### src/rtl/cycle_controller_pkg.sv
// rtl/cycle_controller_pkg.sv - shared opcode, class and Q-phase definitions for the cycle controller
package cycle_controller_pkg;

    localparam logic [1:0] BYTE = 2'b00;
    localparam logic [1:0] BIT  = 2'b01;
    localparam logic [1:0] CTRL = 2'b10;
    localparam logic [1:0] LIT  = 2'b11;

    // Byte-class opcodes live in ir[13:8]; OP_MISC groups NOP, RETURN and MOVWF
    localparam logic [5:0] OP_MISC   = 6'b000000;
    localparam logic [5:0] OP_DECFSZ = 6'b001011;
    localparam logic [5:0] OP_INCFSZ = 6'b001111;
    localparam logic [6:0] OP_MOVWF  = 7'b0000001;
    localparam logic [1:0] OP_BTFSC  = 2'b10;
    localparam logic [1:0] OP_BTFSS  = 2'b11;
    localparam logic [2:0] OP_CALL   = 3'b100;
    localparam logic [2:0] OP_GOTO   = 3'b101;
    localparam logic [3:0] OP_RETLW  = 4'b1101;

    localparam logic [13:0] NOP_WORD    = 14'h0000;
    localparam logic [13:0] RETURN_WORD = 14'h0008;

    typedef enum logic [1:0] {
        Q1 = 2'd0,
        Q2 = 2'd1,
        Q3 = 2'd2,
        Q4 = 2'd3
    } q_phase_e;

endpackage

### src/rtl/cycle_controller_call_stack.sv
// rtl/cycle_controller_call_stack.sv - circular hardware call stack with sticky overflow/underflow flags
module call_stack #(
    parameter int DEPTH = 8,
    parameter int WIDTH = 12
) (
    input  logic             clk,
    input  logic             reset,
    input  logic             i_push,
    input  logic             i_pop,
    input  logic [WIDTH-1:0] i_data,
    output logic [WIDTH-1:0] o_top,
    output logic             o_ovf,
    output logic             o_unf
);
    localparam int PTR_W = (DEPTH > 1) ? $clog2(DEPTH) : 1;
    localparam int CNT_W = PTR_W + 1;

    logic [WIDTH-1:0] r_mem [DEPTH];
    logic [PTR_W-1:0] r_ptr;
    logic [PTR_W-1:0] w_ptr_dec;
    logic [CNT_W-1:0] r_cnt;
    logic             r_ovf;
    logic             r_unf;

    // r_ptr is the next free slot, so the top entry sits one below it (wrapping)
    assign w_ptr_dec = r_ptr - PTR_W'(1);
    assign o_top     = r_mem[w_ptr_dec];
    assign o_ovf     = r_ovf;
    assign o_unf     = r_unf;

    always_ff @(posedge clk) begin
        if (!reset && i_push) begin
            r_mem[r_ptr] <= i_data;
        end
    end

    always_ff @(posedge clk) begin
        if (reset) begin
            r_ptr <= '0;
            r_cnt <= '0;
            r_ovf <= 1'b0;
            r_unf <= 1'b0;
        end else if (i_push) begin
            r_ptr <= r_ptr + PTR_W'(1);
            if (r_cnt == CNT_W'(DEPTH)) begin
                r_ovf <= 1'b1;
            end else begin
                r_cnt <= r_cnt + CNT_W'(1);
            end
        end else if (i_pop) begin
            r_ptr <= w_ptr_dec;
            if (r_cnt == '0) begin
                r_unf <= 1'b1;
            end else begin
                r_cnt <= r_cnt - CNT_W'(1);
            end
        end
    end

endmodule

### src/rtl/cycle_controller.sv
// rtl/cycle_controller.sv - Q1-Q4 instruction-cycle sequencer owning pc, ir, call stack and write strobes
module cycle_controller
    import cycle_controller_pkg::*;
#(
    parameter int              PC_W         = 12,
    parameter int              STACK_DEPTH  = 8,
    parameter logic [PC_W-1:0] RESET_VECTOR = '0
) (
    input  logic            clk,
    input  logic            reset,
    input  logic [13:0]     instr_in,
    input  logic            alu_zero,
    input  logic            bit_val,
    output logic [1:0]      q_phase,
    output logic [PC_W-1:0] pc,
    output logic [13:0]     ir,
    output logic            nop_cycle,
    output logic            w_we,
    output logic            f_we,
    output logic            stack_ovf,
    output logic            stack_unf
);
    q_phase_e        r_q;
    q_phase_e        w_q_next;
    logic [PC_W-1:0] r_pc;
    logic [PC_W-1:0] w_next_pc;
    logic [PC_W-1:0] w_stack_top;
    logic [13:0]     r_ir;
    logic            r_nop;
    logic            w_goto, w_call, w_ret, w_retlw, w_fsz, w_btfsc, w_btfss;
    logic            w_flush, w_exec_q4, w_push, w_pop;

    always_ff @(posedge clk) begin
        if (reset) begin
            r_q <= Q1;
        end else begin
            r_q <= w_q_next;
        end
    end

    always_comb begin
        w_q_next = Q1;
        case (r_q)
            Q1: w_q_next = Q2;
            Q2: w_q_next = Q3;
            Q3: w_q_next = Q4;
            Q4: w_q_next = Q1;
            default: w_q_next = Q1;
        endcase
    end

    assign w_goto  = (r_ir[13:11] == OP_GOTO);
    assign w_call  = (r_ir[13:11] == OP_CALL);
    assign w_ret   = (r_ir == RETURN_WORD);
    assign w_retlw = (r_ir[13:10] == OP_RETLW);
    assign w_fsz   = (r_ir[13:8] == OP_DECFSZ) || (r_ir[13:8] == OP_INCFSZ);
    assign w_btfsc = (r_ir[13:12] == BIT) && (r_ir[11:10] == OP_BTFSC);
    assign w_btfss = (r_ir[13:12] == BIT) && (r_ir[11:10] == OP_BTFSS);

    // A flushed cycle never evaluates its (NOP) word, so every flush source is gated by r_nop
    assign w_flush = !r_nop && (w_goto || w_call || w_ret || w_retlw ||
                                (w_fsz && alu_zero) ||
                                (w_btfsc && !bit_val) ||
                                (w_btfss && bit_val));

    assign w_exec_q4 = (r_q == Q4) && !r_nop;
    assign w_push    = w_exec_q4 && w_call;
    assign w_pop     = w_exec_q4 && (w_ret || w_retlw);

    always_comb begin
        w_next_pc = r_pc + PC_W'(1);
        if (!r_nop) begin
            if (w_goto || w_call) begin
                w_next_pc = PC_W'(r_ir[10:0]);
            end else if (w_ret || w_retlw) begin
                w_next_pc = w_stack_top;
            end
        end
    end

    always_comb begin
        w_we = 1'b0;
        f_we = 1'b0;
        if (w_exec_q4) begin
            case (r_ir[13:12])
                BYTE: begin
                    if (r_ir[13:8] == OP_MISC) begin
                        f_we = (r_ir[13:7] == OP_MOVWF);
                    end else begin
                        f_we = r_ir[7];
                        w_we = !r_ir[7];
                    end
                end
                BIT:     f_we = !r_ir[11];
                LIT:     w_we = 1'b1;
                default: ;
            endcase
        end
    end

    always_ff @(posedge clk) begin
        if (reset) begin
            r_pc  <= RESET_VECTOR;
            r_ir  <= NOP_WORD;
            r_nop <= 1'b1;
        end else if (r_q == Q4) begin
            r_ir  <= w_flush ? NOP_WORD : instr_in;
            r_nop <= w_flush;
            r_pc  <= w_next_pc;
        end
    end

    // r_pc already points past the CALL, so it is pushed as the return address
    call_stack #(
        .DEPTH (STACK_DEPTH),
        .WIDTH (PC_W)
    ) u_call_stack (
        .clk    (clk),
        .reset  (reset),
        .i_push (w_push),
        .i_pop  (w_pop),
        .i_data (r_pc),
        .o_top  (w_stack_top),
        .o_ovf  (stack_ovf),
        .o_unf  (stack_unf)
    );

    assign q_phase   = r_q;
    assign pc        = r_pc;
    assign ir        = r_ir;
    assign nop_cycle = r_nop;

endmodule

### config.mk
export PLATFORM = sky130hd
export DESIGN_NAME = cycle_controller
export DESIGN_NICKNAME = d
export VERILOG_FILES = /design/src/rtl/cycle_controller_pkg.sv /design/src/rtl/cycle_controller_call_stack.sv /design/src/rtl/cycle_controller.sv
export SDC_FILE = /design/constraint.sdc
export NUM_CORES = 1
export LEC_CHECK = 0
export CELL_PAD_IN_SITES_DETAIL_PLACEMENT = 0
export CELL_PAD_IN_SITES_GLOBAL_PLACEMENT = 1
export CORE_UTILIZATION = 50
export CTS_BUF_LIST = sky130_fd_sc_hd__clkbuf_8
export CTS_CLUSTER_DIAMETER = 150
export CTS_CLUSTER_SIZE = 30
export DETAILED_ROUTE_END_ITERATION = 7
export GPL_TIMING_DRIVEN = 0
export PLACE_DENSITY_LB_ADDON = 0.1
export SYNTH_ARGS = -nofsm -noshare
export SYNTH_HDL_FRONTEND = slang
export SYNTH_SLANG_ARGS = --single-unit
### constraint.sdc
create_clock -name clk -period 3.6 [get_ports clk]
set_input_delay 0.72 -clock clk [delete_from_list [all_inputs] [get_ports clk]]
set_output_delay 0.72 -clock clk [all_outputs]
set_load 0.02 [all_outputs]
==> metrics.md <==
| Metric | Value |
|---|---|
| Outcome | finished, violations left |
| Failing checks | design-rule violations |
| Sequential fraction of design power | 0.551 |
| Share of cells above drive strength 1 | 0.229 |
| Clk Latency, worst-skew pair | 0.45 ns |
| Synthesized flop and latch total | 134 |
| Period minus WS final | 3.24 ns |
| Die width | 112 um |
| Clock power share | 0.360 |
| Final RePlAce weighted congestion | 0.797 |
| Post-synth ARST share | 0 |
| # DRC | 1 |
| Int Power | 2320 uW |
| RSZ-0062 raised after global routing | false |
| Antenna violations before repair | 0 |
| Ys flop type | edfxtp_1 |
| Most frequent cells in the layout | 96 x edfxtp_1, 49 x clkdlybuf4s50_1, 38 x dfxtp_1, 29 x nand2_1, 24 x mux4_2 |
| Mapped Area | 0.00605 mm^2 |
| Routing usage on met1 | 0.337 |
| Wire per inst | 21.1 um |
| Crit start category | flip-flop |
| Worst Reg-to-Reg Cells | 10 |
| WP depth | 7 |
| Routed Antenna Nets | 0 |
| Commonest non-fill, non-tap cell in the layout | edfxtp_1 |
| Post-cts sizing count | 0 |
| # IOs | 51 |
| Via count of the first global-routing pass | 3798 |
| DR pass1 iterations | 7 |
| GRT Max-Usage Layer | met2 |
| Synthesized net count | 443 |
| EDFF count, synth | 96 |
| Root buf cell | clkbuf_8 |
| Cells after synthesis | 412 |
| Final TNS setup | 0 ns |
| H-Tree Depth | 4 |
| Library cells used by synthesis | 77 |
| Net Sw Power | 781 uW |
| Peak VDD IR | 504 uV |
| CTS Buf Count | 17 |
| Core Region | 0.0116 mm^2 |
| Core Rows | 39 |
| Final core utilization | 0.619 |
| Crit path max-delay cell type | clkdlybuf4s50_1 |
| Crit share post-route | 0.900 |
| Longest Clk Path Bufs | 2 |
| Postcts setup bufs | 0 |
| Post-DR vias/cell | 5.92 |
| Worst Path Arrival | 2.52 ns |
| Die ar. | 0.0125 mm^2 |
| Hold Vio Cnt, Final | 0 |
| Largest net degree at the start of global routing | 17 |
| PwrDens | 431 mW/mm^2 |
| CP Buf/Inv Count | 2 |
| Crit-path cells | inv_1, ha_1, nor2b_2, nand2_1, a31oi_1, nor3_1, clkdlybuf4s50_1 |
| Routed vias | 3820 |
| Slew at the pin with the worst max-slew slack | 1.25 ns |
| Final Slew Violations | 0 |
| Static Leak | 0.00245 uW |
| Max Clk Rate | 309 MHz |
| Starting Density | 0.521 |
| Die Span Y | 112 um |
| Met3 Use GR | 0.0484 |
| Sequential share of the synthesized area | 0.602 |
| Gr usage total | 0.237 |
| Met2 GRT Util | 0.362 |
| Worst hold-check path type | reg2reg |
| Critical Path End Type | primary output |
| Gate power share | 0.089 |
| Final wirelength | 13600 um |
| CP required | 2.88 ns |
| Final Worst Setup Slack | 0.360 ns |
| Sw Share | 0.252 |
| Final Power | 3100 uW |
| DP HPWL | 9520 um |
| Clk pin slew, worst setup/hold paths | 0.08 ns |
| First-pass GRT wire length | 21800 um |
| CTS tree | yes |
| YS warnings | 0 |
| Maxcap violations | 0 |
| Sink Count | 134 |
| Synth-to-Final Area Change | 18.9% |
| CP max FO | 7 |
| Mean area per synthesized cell | 14.7 um^2 |
| DR iter-0 viols | 244 |
| Max_slew headroom | 0.164 |
| Kind of critical path | reg2out |
| PortBufs | 49 |
| Crit-path max cell delay | 0.64 ns |
| Post-Place Worst Slack | 0.453 ns |
| Hold path cells | 2 |
| CP delay by family, top | buffers and inverters |
| Setup-failing EPs final | 0 |
| Clock Skews | 0.0126 ns |
| Grt ovf | 0 |
| Final Net Count | 520 |
| # diodes | 0 |
| CTS Hold Bufs | 0 |
[through the flow]
stage / area [um^2] / hold WS, ns / instances
2_1_floorplan: 6050 / 0.497 / 412
3_5_place_dp: 6840 / 0.460 / 613
3_3_place_gp: 6720 / 0.449 / 604
5_1_grt: 7190 / 0.517 / 645
4_1_cts: 7190 / 0.478 / 645
6_report: 7190 / 0.482 / 645
[power groups by stage]
stage	Combinational (uW)	Clock, uW	Sequential, uW
CTS	277	1130	1710
detailed placement	275	0	1740
floorplan	140	0	1760
global route	300	1200	1710
finish	275	1120	1710
global placement	269	0	1740
[synth_stat cells (8+ instances only)]
| cell | number | area (um^2) |
|---|---|---|
| nor3_1 | 8 | 40.0 |
| a22o_1 | 12 | 105 |
| ha_1 | 12 | 150 |
| dfxtp_1 | 38 | 761 |
| nor2_1 | 15 | 56.3 |
| buf_2 | 8 | 40.0 |
| inv_1 | 10 | 37.5 |
| nand3_1 | 9 | 45.0 |
| mux4_2 | 24 | 541 |
| nand2_1 | 29 | 109 |
| a21oi_1 | 16 | 80.1 |
| edfxtp_1 | 96 | 2880 |
[state kept, by name, indices dropped and copies added, names as in the netlist]
register / count
u_call_stack.o_ovf: 1
nop_cycle: 1
u_call_stack.o_unf: 1
u_call_stack.r_cnt: 4
u_call_stack.r_mem: 96
u_call_stack.r_ptr: 3
q_phase: 2
pc: 12
ir: 14
[final cells by class]
type	instances	area (um^2)
buffer	24	145
clock buffer	17	234
clock inverter	15	114
fill	919	4420
inverter	13	48.8
multi-input combinational	241	2250
sequential	134	3640
tap	143	179
timing repair buffer	58	581
[layer usage]
metal | wire, um | part of all wire
met5 | 0 | 0
met4 | 241 | 0.018
met3 | 554 | 0.041
met2 | 6510 | 0.48
met1 | 6330 | 0.46
[worst register-to-register path, cell delays in order (launching register included)]
cell and delay [ns]:
dfxtp_1 0.37, buf_4 0.25, buf_4 0.26, inv_1 0.07, ha_1 0.27, buf_2 0.26, clkbuf_1 0.53, mux4_2 0.41
mux2_2 0.31, a222oi_1 0.22, nor2_1 0.06
[worst paths after layout]
path	start	slack [ns]	end
hold reg to reg	u_call_stack.o_ovf	0.48	u_call_stack.o_ovf
setup / recovery	ir[12]	0.36	w_we
hold / removal	u_call_stack.o_ovf	0.48	u_call_stack.o_ovf
setup reg to reg	u_call_stack.r_ptr[0]	0.47	pc[8]
[cells by family (layout without fill, tap and decap cells)]
group / count (synthesis) / in the layout / share of synthesized area
xor gates and xnor gates: 10 / 10 / 0.0157
muxes: 39 / 39 / 0.116
buffers and inverters: 37 / 127 / 0.0321
AOI/OAI and AO/OA: 81 / 81 / 0.108
and+or+nand+nor: 98 / 98 / 0.0974
DFF: 134 / 134 / 0.602
adders and majority gates: 13 / 13 / 0.0281
No activity file was read; power rests on OpenSTA's default activity.
